--- config.mk ---
export PLATFORM = sky130hd
export DESIGN_NAME = spi_read_data
export DESIGN_NICKNAME = d
export VERILOG_FILES = /design/src/rtl/spi_read_data.sv
export SDC_FILE = /design/constraint.sdc
export NUM_CORES = 1
export LEC_CHECK = 0
export BUFFER_PORTS_ARGS = -buffer_cell sky130_fd_sc_hd__buf_2
export CAP_MARGIN = 20
export CORE_ASPECT_RATIO = 1.4
export CORE_UTILIZATION = 50
export CTS_BUF_LIST = sky130_fd_sc_hd__clkbuf_8
export DETAILED_ROUTE_END_ITERATION = 7
export GPL_TIMING_DRIVEN = 0
export HOLD_SLACK_MARGIN = 0.06
export PLACE_DENSITY = 0.71
export RECOVER_POWER = 25
export SETUP_SLACK_MARGIN = 0.5
export SLEW_MARGIN = 0
export SYNTH_ARGS = -nofsm -noshare
export SYNTH_HDL_FRONTEND = slang
export SYNTH_SLANG_ARGS = --single-unit
export TNS_END_PERCENT = 100
--- constraint.sdc ---
create_clock -name sys_clk -period 3.47 [get_ports sys_clk]
set_clock_uncertainty 0.15 [all_clocks]
set_input_delay 0.1735 -clock sys_clk [delete_from_list [all_inputs] [get_ports sys_clk]]
set_output_delay 0.1735 -clock sys_clk [all_outputs]
set_load 0.01 [all_outputs]
--- src/rtl/spi_read_data.sv ---
`default_nettype none
// ============================================================================
// Module   : spi_read_data
// Purpose  : SPI READ (opcode 0x03) master for an M25P16 serial flash.
//            Sends {0x03, addr[23:0]} MSB first, then clocks in `len` bytes
//            and presents each one on rd_data with a one-cycle rd_valid.
//            The SPI pins are shared with other stages through an external
//            mux. This block drives the bus only while busy is high.
// Ports    : sys_clk, sys_rst_n        - clock, async active-low reset
//            start, addr, len          - command request (sampled in IDLE)
//            spi_miso                  - flash serial data out
//            spi_sclk, spi_cs, spi_mosi - SPI mode 0 master outputs
//            rd_data, rd_valid         - received byte stream
//            busy, done                - command status
// Revision : 1.0 - initial release
// ============================================================================
module spi_read_data #(
  parameter int HALF_DIV = 2,  // sys_clk cycles per spi_sclk half-period (>= 1)
  parameter int CS_SETUP = 2,  // cycles spi_cs is low before shifting starts (>= 1)
  parameter int CS_HOLD  = 2,  // cycles after the last sclk fall before spi_cs rises (>= 1)
  parameter int LEN_W    = 9   // width of the byte-count input
) (
  input  logic             sys_clk,
  input  logic             sys_rst_n,
  input  logic             start,
  input  logic [23:0]      addr,
  input  logic [LEN_W-1:0] len,
  input  logic             spi_miso,
  output logic             spi_sclk,
  output logic             spi_cs,
  output logic             spi_mosi,
  output logic [7:0]       rd_data,
  output logic             rd_valid,
  output logic             busy,
  output logic             done
);

  // --------------------------------------------------------------------------
  // Constants
  // --------------------------------------------------------------------------
  localparam logic [2:0] c_ST_IDLE     = 3'd0;
  localparam logic [2:0] c_ST_SETUP    = 3'd1;
  localparam logic [2:0] c_ST_SHIFT_TX = 3'd2;
  localparam logic [2:0] c_ST_SHIFT_RX = 3'd3;
  localparam logic [2:0] c_ST_HOLD     = 3'd4;
  localparam logic [2:0] c_ST_DONE     = 3'd5;

  localparam int c_DIV_W   = (HALF_DIV > 1) ? $clog2(HALF_DIV) : 1;
  localparam int c_CNT_MAX = (CS_SETUP > CS_HOLD) ? CS_SETUP : CS_HOLD;
  localparam int c_CNT_W   = $clog2(c_CNT_MAX + 1);

  localparam logic [c_DIV_W-1:0] c_DIV_LAST   = c_DIV_W'(HALF_DIV - 1);
  localparam logic [c_CNT_W-1:0] c_SETUP_LAST = c_CNT_W'(CS_SETUP - 1);
  localparam logic [c_CNT_W-1:0] c_HOLD_LAST  = c_CNT_W'(CS_HOLD - 1);
  localparam logic [c_CNT_W-1:0] c_HOLD_END   = c_CNT_W'(CS_HOLD);
  localparam logic [7:0]         c_OP_READ    = 8'h03;

  // --------------------------------------------------------------------------
  // State and datapath registers
  // --------------------------------------------------------------------------
  logic [2:0]         r_state;
  logic [2:0]         w_state_nxt;
  logic [c_DIV_W-1:0] r_div;     // position inside the current sclk half-period
  logic [c_CNT_W-1:0] r_cnt;     // SETUP / HOLD cycle counter
  logic [4:0]         r_bit;     // falling edges seen; [2:0] is the bit-in-byte during RX
  logic [LEN_W-1:0]   r_bytes;   // bytes still to be received
  logic [31:0]        r_tx_sr;   // command shift register, bit 31 drives spi_mosi
  logic [6:0]         r_rx_sr;   // first seven bits of the byte being received
  logic               r_sclk;
  logic               r_cs;
  logic [7:0]         r_rd_data;
  logic               r_rd_valid;

  // --------------------------------------------------------------------------
  // Decode helpers
  // --------------------------------------------------------------------------
  logic w_shifting;
  logic w_half_end;
  logic w_rise;
  logic w_fall;
  logic w_byte_end;
  logic w_tx_done;
  logic w_rx_done;
  logic w_accept;

  assign w_shifting = (r_state == c_ST_SHIFT_TX) || (r_state == c_ST_SHIFT_RX);
  assign w_half_end = w_shifting && (r_div == c_DIV_LAST);
  // r_sclk toggles at the end of each half, so the edge that ends a low half
  // is the rising edge and the edge that ends a high half is the falling edge.
  assign w_rise     = w_half_end && !r_sclk;
  assign w_fall     = w_half_end &&  r_sclk;
  assign w_byte_end = (r_bit[2:0] == 3'd7);
  assign w_tx_done  = w_fall && (r_bit == 5'd31);
  // r_bytes is decremented on the rising edge of the last bit, so it already
  // reads zero on the falling edge that closes the final byte.
  assign w_rx_done  = w_fall && w_byte_end && (r_bytes == '0);
  assign w_accept   = (r_state == c_ST_IDLE) && start && (len != '0);

  // --------------------------------------------------------------------------
  // FSM: state register
  // --------------------------------------------------------------------------
  always_ff @(posedge sys_clk or negedge sys_rst_n) begin
    if (!sys_rst_n) begin
      r_state <= c_ST_IDLE;
    end else begin
      r_state <= w_state_nxt;
    end
  end

  // --------------------------------------------------------------------------
  // FSM: next-state logic
  // --------------------------------------------------------------------------
  always_comb begin
    w_state_nxt = r_state;
    case (r_state)
      c_ST_IDLE: begin
        // A zero-length request skips the bus entirely and only reports done.
        if (start) begin
          w_state_nxt = (len != '0) ? c_ST_SETUP : c_ST_DONE;
        end
      end
      c_ST_SETUP: begin
        if (r_cnt == c_SETUP_LAST) begin
          w_state_nxt = c_ST_SHIFT_TX;
        end
      end
      c_ST_SHIFT_TX: begin
        if (w_tx_done) begin
          w_state_nxt = c_ST_SHIFT_RX;
        end
      end
      c_ST_SHIFT_RX: begin
        if (w_rx_done) begin
          w_state_nxt = c_ST_HOLD;
        end
      end
      c_ST_HOLD: begin
        // HOLD spans CS_HOLD cycles with spi_cs low plus one cycle with
        // spi_cs already high, so done follows the rise of spi_cs.
        if (r_cnt == c_HOLD_END) begin
          w_state_nxt = c_ST_DONE;
        end
      end
      c_ST_DONE: begin
        w_state_nxt = c_ST_IDLE;
      end
      default: begin
        w_state_nxt = c_ST_IDLE;
      end
    endcase
  end

  // --------------------------------------------------------------------------
  // FSM: status outputs
  // --------------------------------------------------------------------------
  always_comb begin
    busy = 1'b0;
    done = 1'b0;
    case (r_state)
      c_ST_SETUP, c_ST_SHIFT_TX, c_ST_SHIFT_RX, c_ST_HOLD: busy = 1'b1;
      c_ST_DONE:                                           done = 1'b1;
      default: begin
        busy = 1'b0;
        done = 1'b0;
      end
    endcase
  end

  // --------------------------------------------------------------------------
  // Datapath: sclk generation, shift registers, counters
  // The SPI pins come straight from flops so the shared bus never glitches.
  // --------------------------------------------------------------------------
  always_ff @(posedge sys_clk or negedge sys_rst_n) begin
    if (!sys_rst_n) begin
      r_div      <= '0;
      r_cnt      <= '0;
      r_bit      <= '0;
      r_bytes    <= '0;
      r_tx_sr    <= '0;
      r_rx_sr    <= '0;
      r_sclk     <= 1'b0;
      r_cs       <= 1'b1;
      r_rd_data  <= 8'h00;
      r_rd_valid <= 1'b0;
    end else begin
      r_rd_valid <= 1'b0;
      case (r_state)
        c_ST_IDLE: begin
          if (w_accept) begin
            r_tx_sr <= {c_OP_READ, addr};
            r_bytes <= len;
            r_cs    <= 1'b0;
            r_cnt   <= '0;
            r_div   <= '0;
            r_bit   <= '0;
            r_sclk  <= 1'b0;
          end
        end

        c_ST_SETUP: begin
          r_div <= '0;
          if (r_cnt == c_SETUP_LAST) begin
            r_cnt <= '0;
          end else begin
            r_cnt <= r_cnt + 1'b1;
          end
        end

        c_ST_SHIFT_TX, c_ST_SHIFT_RX: begin
          if (w_half_end) begin
            r_div  <= '0;
            r_sclk <= ~r_sclk;
          end else begin
            r_div <= r_div + 1'b1;
          end

          // miso was launched by the flash on the previous falling edge and
          // is stable when sclk rises.
          if (w_rise && (r_state == c_ST_SHIFT_RX)) begin
            r_rx_sr <= {r_rx_sr[5:0], spi_miso};
            if (w_byte_end) begin
              r_rd_data  <= {r_rx_sr, spi_miso};
              r_rd_valid <= 1'b1;
              r_bytes    <= r_bytes - 1'b1;
            end
          end

          // mosi moves only on falling edges. Zeros shift in behind the
          // command, so mosi is already 0 for the whole receive phase.
          // r_bit wraps from 31 to 0 on the last command bit, which lines
          // it up as the bit-in-byte counter for RX.
          if (w_fall) begin
            r_bit <= r_bit + 1'b1;
            if (r_state == c_ST_SHIFT_TX) begin
              r_tx_sr <= {r_tx_sr[30:0], 1'b0};
            end
          end

          if (w_rx_done) begin
            r_cnt <= '0;
          end
        end

        c_ST_HOLD: begin
          if (r_cnt == c_HOLD_LAST) begin
            r_cs <= 1'b1;
          end
          if (r_cnt != c_HOLD_END) begin
            r_cnt <= r_cnt + 1'b1;
          end
        end

        c_ST_DONE: begin
          r_cnt <= '0;
        end

        default: begin
          r_cs   <= 1'b1;
          r_sclk <= 1'b0;
        end
      endcase
    end
  end

  // --------------------------------------------------------------------------
  // Output assignments
  // --------------------------------------------------------------------------
  assign spi_sclk = r_sclk;
  assign spi_cs   = r_cs;
  assign spi_mosi = r_tx_sr[31];
  assign rd_data  = r_rd_data;
  assign rd_valid = r_rd_valid;

endmodule
`default_nettype wire

==> results of run 1 <==
[Yosys cell counts, drive strengths merged, types with 7 or more instances]
library cell	number	area share (%)
nand4	7	1.6
inv	20	2.0
nand3	7	1.1
a21oi	9	1.3
mux2	41	13
ha	7	2.4
mux2i	12	3.3
nand2	81	8.4
o2bb2ai	9	2.1
nor3	9	1.7
clkbuf	12	2.0
nor2	12	1.4
o21ai	13	1.8
dfrtp	69	47
[how the worst max path moves through the flow]
stage | end | slack [ps]
floorplan | r_cnt[0] | 1430
global placement | r_tx_sr[23] | 1220
detailed placement | r_tx_sr[22] | 1200
CTS | r_tx_sr[22] | 1180
global route | r_tx_sr[22] | 1070
finish | r_tx_sr[22] | 1190
[placed cells by master (no fill, tap or decap), drive strengths merged, types with 4 or more instances in the layout]
cell type    count
o2bb2ai          9
inv             20
dlygate4sd3     35
clkbuf          34
a21oi            9
dfrtp           69
buf             43
clkinv           4
ha               7
nand3            7
o21ai           13
nand4            7
nand2           81
mux2            41
nor2            12
nor4             4
mux2i           12
nor3             9
[power breakdown]
part	switching [W]	internal, W
Sequential	0.000236	0.00113
Combinational	0.000722	0.000627
Clock	0.000292	0.000342
Total	0.00125	0.00210
[timing repair]
action,4_1_cts,5_1_grt
hold buffers,35,0
endpoints found under the hold margin,103,0
setup endpoints to repair,0,0
[sequential cells by signal (all words and copies together) (netlist names)]
name	flops
r_cnt	2
spi_cs	1
r_div	1
rd_data	8
r_bit	5
rd_valid	1
r_rx_sr	7
r_state	3
r_bytes	9
r_tx_sr	32
spi_sclk	1
[worst max-delay path: stages, from the launching register on]
cell                      delay, ps
sky130_fd_sc_hd__dfrtp_1        490
sky130_fd_sc_hd__nor3_2         400
sky130_fd_sc_hd__nand4_4        230
sky130_fd_sc_hd__nand3_1        280
sky130_fd_sc_hd__buf_4          240
sky130_fd_sc_hd__mux2_1         370
[metrics by stage]
stage	total power (W)	cell area [sq um]	hold WS [ps]	setup WS, ps
final	0.00335	4560	66.8	1190
after global routing	0.00359	4560	90.7	1070
after CTS	0.00337	4580	62.9	1180
after detailed placement	0.00270	4040	190	1200
after global placement	0.00264	4040	254	1220
after floorplan	0.00236	3670	-272	1430
[logic make-up (layout without fill, tap and decap cells)]
| kind of cell | Yosys count | count (layout) | share of synthesized area, % |
|---|---|---|---|
| and+or+nand+nor | 139 | 139 | 19.1 |
| DFF | 70 | 70 | 47.8 |
| muxes | 53 | 53 | 15.8 |
| AOI/OAI and AO/OA | 50 | 50 | 9.78 |
| buffers and inverters | 37 | 137 | 4.94 |
| adders and majority gates | 7 | 7 | 2.39 |
| xor gates and xnor gates | 1 | 1 | 0.239 |
[layer usage]
metal	part of all wire [%]	wire (um)	vias up	track usage (%)
met5	0	0	-	0
met1	43	3470	1412	26.8
met3	4.7	378	24	5.04
met4	3.0	242	0	10.9
li1	-	-	1443	-
met2	50	4040	88	36.7
[final cells by class]
cell class | instances | area (sq um)
Buffer | 17 | 106
Clock buffer | 10 | 138
Clock inverter | 5 | 50.0
Fill cell | 573 | 2460
Inverter | 20 | 75.1
Multi-Input combinational cell | 250 | 1740
Sequential cell | 70 | 1750
Tap cell | 95 | 119
Timing Repair Buffer | 85 | 587
==> impl_metrics.xml, run 1 <==
<?xml version="1.0" encoding="UTF-8"?>
<metrics>
  <group name="outcome">
    <metric name="outcome" unit="">finished, violations left</metric>
    <metric name="violated_checks" unit="">max-capacitance violations, max-slew violations</metric>
  </group>
  <group name="clocking">
    <metric name="cts.clk_slew.worst_paths" unit="ps">70</metric>
    <metric name="htree_levels" unit="">3</metric>
    <metric name="cts_tree" unit="">yes</metric>
    <metric name="cts.sinks" unit="">70</metric>
    <metric name="max-clock-path-buffers" unit="">2</metric>
    <metric name="insertion_delay" unit="ps">340</metric>
    <metric name="cts.root.buffer_cell" unit="">sky130_fd_sc_hd__clkbuf_8</metric>
    <metric name="post_cts_setup_driven_buffer_insertion_count" unit="">0</metric>
    <metric name="cts_repair_resize_count" unit="">0</metric>
    <metric name="numCtsBuffers" unit="">9</metric>
  </group>
  <group name="timing">
    <metric name="timing_hold_violations_final" unit="">0</metric>
    <metric name="max_slew_margin" unit="%">-13.2</metric>
    <metric name="crit_path_time_final" unit="ps">2280</metric>
    <metric name="grt_setup_unrepaired" unit="">false</metric>
    <metric name="timing_max_transition_violations_final" unit="">71</metric>
    <metric name="finalSetupViolCount" unit="">0</metric>
    <metric name="worst_slew_pin_slew" unit="ps">1700</metric>
    <metric name="period_share" unit="%">65.7</metric>
    <metric name="totalNegativeSetupSlack" unit="ps">0</metric>
    <metric name="timing.fmax" unit="GHz">0.439</metric>
  </group>
  <group name="synthesis">
    <metric name="seq_area_frac_synth" unit="%">47.8</metric>
    <metric name="netlist_area" unit="sq um">3670</metric>
    <metric name="yosys_warnings" unit="">0</metric>
    <metric name="asyncSetResetFlopFracSynth" unit="%">100</metric>
    <metric name="count_of_flip_flops_with_a_built_in_enable_after_synthesis" unit="">0</metric>
    <metric name="postSynth.topFlopCell" unit="">sky130_fd_sc_hd__dfrtp_1</metric>
    <metric name="synth_fp_nets" unit="">401</metric>
    <metric name="ys_seq_elements" unit="">70</metric>
    <metric name="number_of_different_library_cells_in_the_post_synthesis_netlist" unit="">54</metric>
    <metric name="syn_avg_cell_area" unit="sq um">10.3</metric>
    <metric name="syn_inst" unit="">357</metric>
  </group>
  <group name="grt">
    <metric name="grt_pass1_wl" unit="mm">12.9</metric>
    <metric name="globalRoute.totalOverflow" unit="">0</metric>
    <metric name="gr-usage-all-layers" unit="%">22.1</metric>
    <metric name="grt_antenna_before_repair" unit="">0</metric>
    <metric name="first_global_vias" unit="">2844</metric>
    <metric name="grt_max_degree" unit="">71</metric>
  </group>
  <group name="die">
    <metric name="fp.coreArea" unit="sq um">7030</metric>
    <metric name="die_area" unit="sq um">7690</metric>
    <metric name="die_width" unit="um">74.4</metric>
    <metric name="pin_count" unit="">51</metric>
    <metric name="row_count" unit="">36</metric>
    <metric name="die_boundary_height" unit="um">103</metric>
    <metric name="floorplan.initialDensity" unit="%">52.2</metric>
  </group>
  <group name="min_path">
    <metric name="worst_hold_path_type" unit="">primary input to register</metric>
    <metric name="timing.hold.worst_path_depth" unit="">3</metric>
    <metric name="holdCritStartpoint" unit="">len[5]</metric>
    <metric name="min_delay_worst_endpoint" unit="">r_bytes[5]</metric>
  </group>
  <group name="setup_path">
    <metric name="crit_path_max_fanout" unit="">10</metric>
    <metric name="crit_type" unit="">register to register</metric>
    <metric name="worstReg2RegEnd" unit="">r_tx_sr[22]</metric>
    <metric name="setup.worst_path.start_class" unit="">register</metric>
    <metric name="arrival" unit="ps">2350</metric>
    <metric name="critical_path.startpoint" unit="">r_state[2]</metric>
    <metric name="reg2reg_slack" unit="ps">1190</metric>
    <metric name="crit_path_end_kind" unit="">register</metric>
    <metric name="rr_worst_depth" unit="">5</metric>
    <metric name="critPathRequiredTime" unit="ps">3540</metric>
    <metric name="r2r_start" unit="">r_state[2]</metric>
  </group>
  <group name="detailed_routing">
    <metric name="wl_per_cell" unit="um">14.7</metric>
    <metric name="detailed_route_drc_error_count" unit="">0</metric>
    <metric name="first_pass_detailed_route_iteration_total" unit="">4</metric>
    <metric name="totalWireLength" unit="mm">8.13</metric>
    <metric name="dr.first_iter.drc_count" unit="">130</metric>
    <metric name="final_antenna_net_count" unit="">0</metric>
    <metric name="dr_total_vias" unit="">2967</metric>
    <metric name="avgViaCountPerCell" unit="">5.38</metric>
  </group>
  <group name="cells_and_area">
    <metric name="final_core_util" unit="%">65.0</metric>
    <metric name="number_of_nets_at_the_end_of_the_flow" unit="">497</metric>
    <metric name="flow.area_growth_from_synthesis" unit="%">24.3</metric>
    <metric name="layoutNonFillerInstCount" unit="">552</metric>
    <metric name="antennaDiodeCount" unit="">0</metric>
    <metric name="drive_gt1_share" unit="%">20.1</metric>
  </group>
  <group name="placed_design">
    <metric name="placed_cells" unit="">502</metric>
    <metric name="detailed_place_hpwl" unit="mm">5.28</metric>
    <metric name="finalWeightedCongestion" unit="">0.835</metric>
    <metric name="port-buffer-count" unit="">50</metric>
  </group>
  <group name="power_and_ir_drop">
    <metric name="power_per_cell_area" unit="nW/um^2">734</metric>
    <metric name="leakage" unit="nW">2.23</metric>
    <metric name="worst_ir_drop_vdd" unit="uV">365</metric>
  </group>
  <group name="job">
    <metric name="drv.max_cap_violation_count" unit="">1</metric>
  </group>
</metrics>
Note: power is estimated with default switching activity, not from simulation.
==> inputs of run 2 (changes only) <==
==> constraint.sdc (replaced) <==
create_clock -name sys_clk -period 2.4 [get_ports sys_clk]
set_clock_uncertainty 0.15 [all_clocks]
set_input_delay 0.12 -clock sys_clk [delete_from_list [all_inputs] [get_ports sys_clk]]
set_output_delay 0.12 -clock sys_clk [all_outputs]
set_load 0.01 [all_outputs]
==> impl_metrics.xml, run 2 (synthesized netlist as in run 1, its figures left out) <==
<?xml version="1.0" encoding="UTF-8"?>
<metrics>
  <group name="timing">
    <metric name="timing_hold_violations_final" unit="">0</metric>
    <metric name="period_share" unit="%">87.5</metric>
    <metric name="max_slew_margin" unit="%">39.9</metric>
    <metric name="timing.final.ws_setup" unit="ps">299</metric>
    <metric name="grt_setup_unrepaired" unit="">true</metric>
    <metric name="crit_path_time_final" unit="ps">2100</metric>
    <metric name="timing_max_transition_violations_final" unit="">0</metric>
    <metric name="worst_slew_pin_slew" unit="ps">902</metric>
    <metric name="timing.fmax" unit="GHz">0.476</metric>
    <metric name="totalNegativeSetupSlack" unit="ps">0</metric>
    <metric name="finalSetupViolCount" unit="">0</metric>
  </group>
  <group name="die">
    <metric name="floorplan.initialDensity" unit="%">52.2</metric>
    <metric name="fp.coreArea" unit="sq um">7030</metric>
    <metric name="die_area" unit="sq um">7690</metric>
    <metric name="die_width" unit="um">74.4</metric>
    <metric name="row_count" unit="">36</metric>
    <metric name="die_boundary_height" unit="um">103</metric>
    <metric name="pin_count" unit="">51</metric>
  </group>
  <group name="cells_and_area">
    <metric name="most_common_cell_after_layout_fill_and_taps_aside" unit="">sky130_fd_sc_hd__nand2_1</metric>
    <metric name="layout_common_cells" unit="">80 x sky130_fd_sc_hd__nand2_1, 66 x sky130_fd_sc_hd__dfrtp_1, 39 x sky130_fd_sc_hd__buf_2</metric>
    <metric name="antennaDiodeCount" unit="">0</metric>
    <metric name="largest_register_ffs" unit="">32</metric>
    <metric name="max_flop_register" unit="">r_tx_sr</metric>
    <metric name="flow.area_growth_from_synthesis" unit="%">31.7</metric>
    <metric name="number_of_nets_at_the_end_of_the_flow" unit="">513</metric>
    <metric name="drive_gt1_share" unit="%">27.2</metric>
    <metric name="n_fill_cell" unit="">543</metric>
  </group>
  <group name="setup_path">
    <metric name="crit_path_max_fanout" unit="">4</metric>
    <metric name="critPathRequiredTime" unit="ps">2480</metric>
    <metric name="arrival" unit="ps">2180</metric>
    <metric name="crit_path_end_kind" unit="">register</metric>
    <metric name="crit_type" unit="">register to register</metric>
    <metric name="setup.worst_path.start_class" unit="">register</metric>
  </group>
  <group name="clocking">
    <metric name="cts.root.buffer_cell" unit="">sky130_fd_sc_hd__clkbuf_8</metric>
    <metric name="htree_levels" unit="">3</metric>
    <metric name="numCtsBuffers" unit="">9</metric>
    <metric name="max-clock-path-buffers" unit="">2</metric>
    <metric name="cts.sinks" unit="">70</metric>
    <metric name="cts.clk_slew.worst_paths" unit="ps">80</metric>
    <metric name="cts_tree" unit="">yes</metric>
    <metric name="insertion_delay" unit="ps">350</metric>
  </group>
  <group name="placed_design">
    <metric name="detailed_place_hpwl" unit="mm">5.33</metric>
    <metric name="finalWeightedCongestion" unit="">0.861</metric>
    <metric name="port-buffer-count" unit="">50</metric>
    <metric name="preCtsSetupSlack" unit="ps">199</metric>
  </group>
  <group name="power_and_ir_drop">
    <metric name="worst_ir_drop_vdd" unit="uV">649</metric>
    <metric name="power_per_cell_area" unit="nW/um^2">1060</metric>
    <metric name="leakage" unit="nW">2.33</metric>
  </group>
  <group name="grt">
    <metric name="globalRoute.totalOverflow" unit="">0</metric>
    <metric name="grt_pass1_wl" unit="mm">13.8</metric>
    <metric name="first_global_vias" unit="">3030</metric>
    <metric name="grt_max_degree" unit="">71</metric>
    <metric name="gr-usage-all-layers" unit="%">23.9</metric>
    <metric name="grt_antenna_before_repair" unit="">0</metric>
  </group>
  <group name="job">
    <metric name="drv.max_cap_violation_count" unit="">0</metric>
  </group>
  <group name="detailed_routing">
    <metric name="dr.first_iter.drc_count" unit="">149</metric>
    <metric name="dr_total_vias" unit="">3098</metric>
    <metric name="first_pass_detailed_route_iteration_total" unit="">4</metric>
    <metric name="detailed_route_drc_error_count" unit="">0</metric>
    <metric name="final_antenna_net_count" unit="">0</metric>
    <metric name="avgViaCountPerCell" unit="">5.44</metric>
    <metric name="wl_per_cell" unit="um">15.3</metric>
    <metric name="totalWireLength" unit="mm">8.70</metric>
  </group>
  <group name="outcome">
    <metric name="outcome" unit="">complete, no violations</metric>
  </group>
  <group name="min_path">
    <metric name="worst_hold_path_type" unit="">primary input to async pin</metric>
  </group>
</metrics>
run 2: where the power goes:
part / internal, W / switching, W
clock network: 0.000429 / 0.000447
registers: 0.00164 / 0.000356
logic: 0.00109 / 0.00116
run 2: through the flow:
stage	total power (W)	cells	hold slack, ps	cell area (sq um)	util, %
floorplan	0.00342	357	-326	3680	-
global placement	0.00384	502	199	4050	57.6
detailed placement	0.00392	502	147	4050	57.7
CTS	0.00500	562	239	4720	67.2
global route	0.00550	569	296	4830	68.8
finish	0.00512	569	250	4830	68.8
run 2: cell type report:
class / instances / area [sq um] / area share (%)
Multi-Input combinational cell: 250 / 1850 / 38.3
Sequential cell: 70 / 1760 / 36.3
Timing Repair Buffer: 101 / 724 / 15.0
Clock buffer: 11 / 151 / 3.13
Buffer: 17 / 125 / 2.59
Tap cell: 95 / 119 / 2.46
Inverter: 20 / 75.1 / 1.55
Clock inverter: 5 / 33.8 / 0.699
run 2: path summary, 6_finish.rpt:
check	startpoint	end	slack, ps	cells after the start
worst max-delay path	r_bytes[1]	r_cnt[1]	300	6
worst min-delay path	sys_rst_n	r_tx_sr[4]	250	2
worst max register to register	r_bytes[1]	r_cnt[1]	300	6
worst min register to register	r_tx_sr[8]	r_tx_sr[8]	340	1
max in group asynchronous	sys_rst_n	r_state[1]	1210	2
min in group sys_clk	len[5]	r_bytes[0]	270	6
run 2: layer usage:
layer,global-route usage (%),share of wire (%),vias to the layer above
li1,-,-,1474
met1,27.0,41,1519
met2,41.2,51,86
met3,4.94,4.6,19
met4,14.2,3.0,0
met5,0,0,-
run 2: critical path, stage by stage (launching register included):
cell	delay, ps
sky130_fd_sc_hd__dfrtp_1	390
sky130_fd_sc_hd__inv_2	80
sky130_fd_sc_hd__ha_4	130
sky130_fd_sc_hd__or4b_4	500
sky130_fd_sc_hd__nor3_4	220
sky130_fd_sc_hd__o2111ai_2	170
sky130_fd_sc_hd__mux2_4	340
run 2: timing repair:
item	CTS	global route
hold buffers	36	0
setup buffers	8	7
setup endpoints to repair	56	57
endpoints found under the hold margin	105	0
gates resized for setup	18	17
pin swaps	6	6
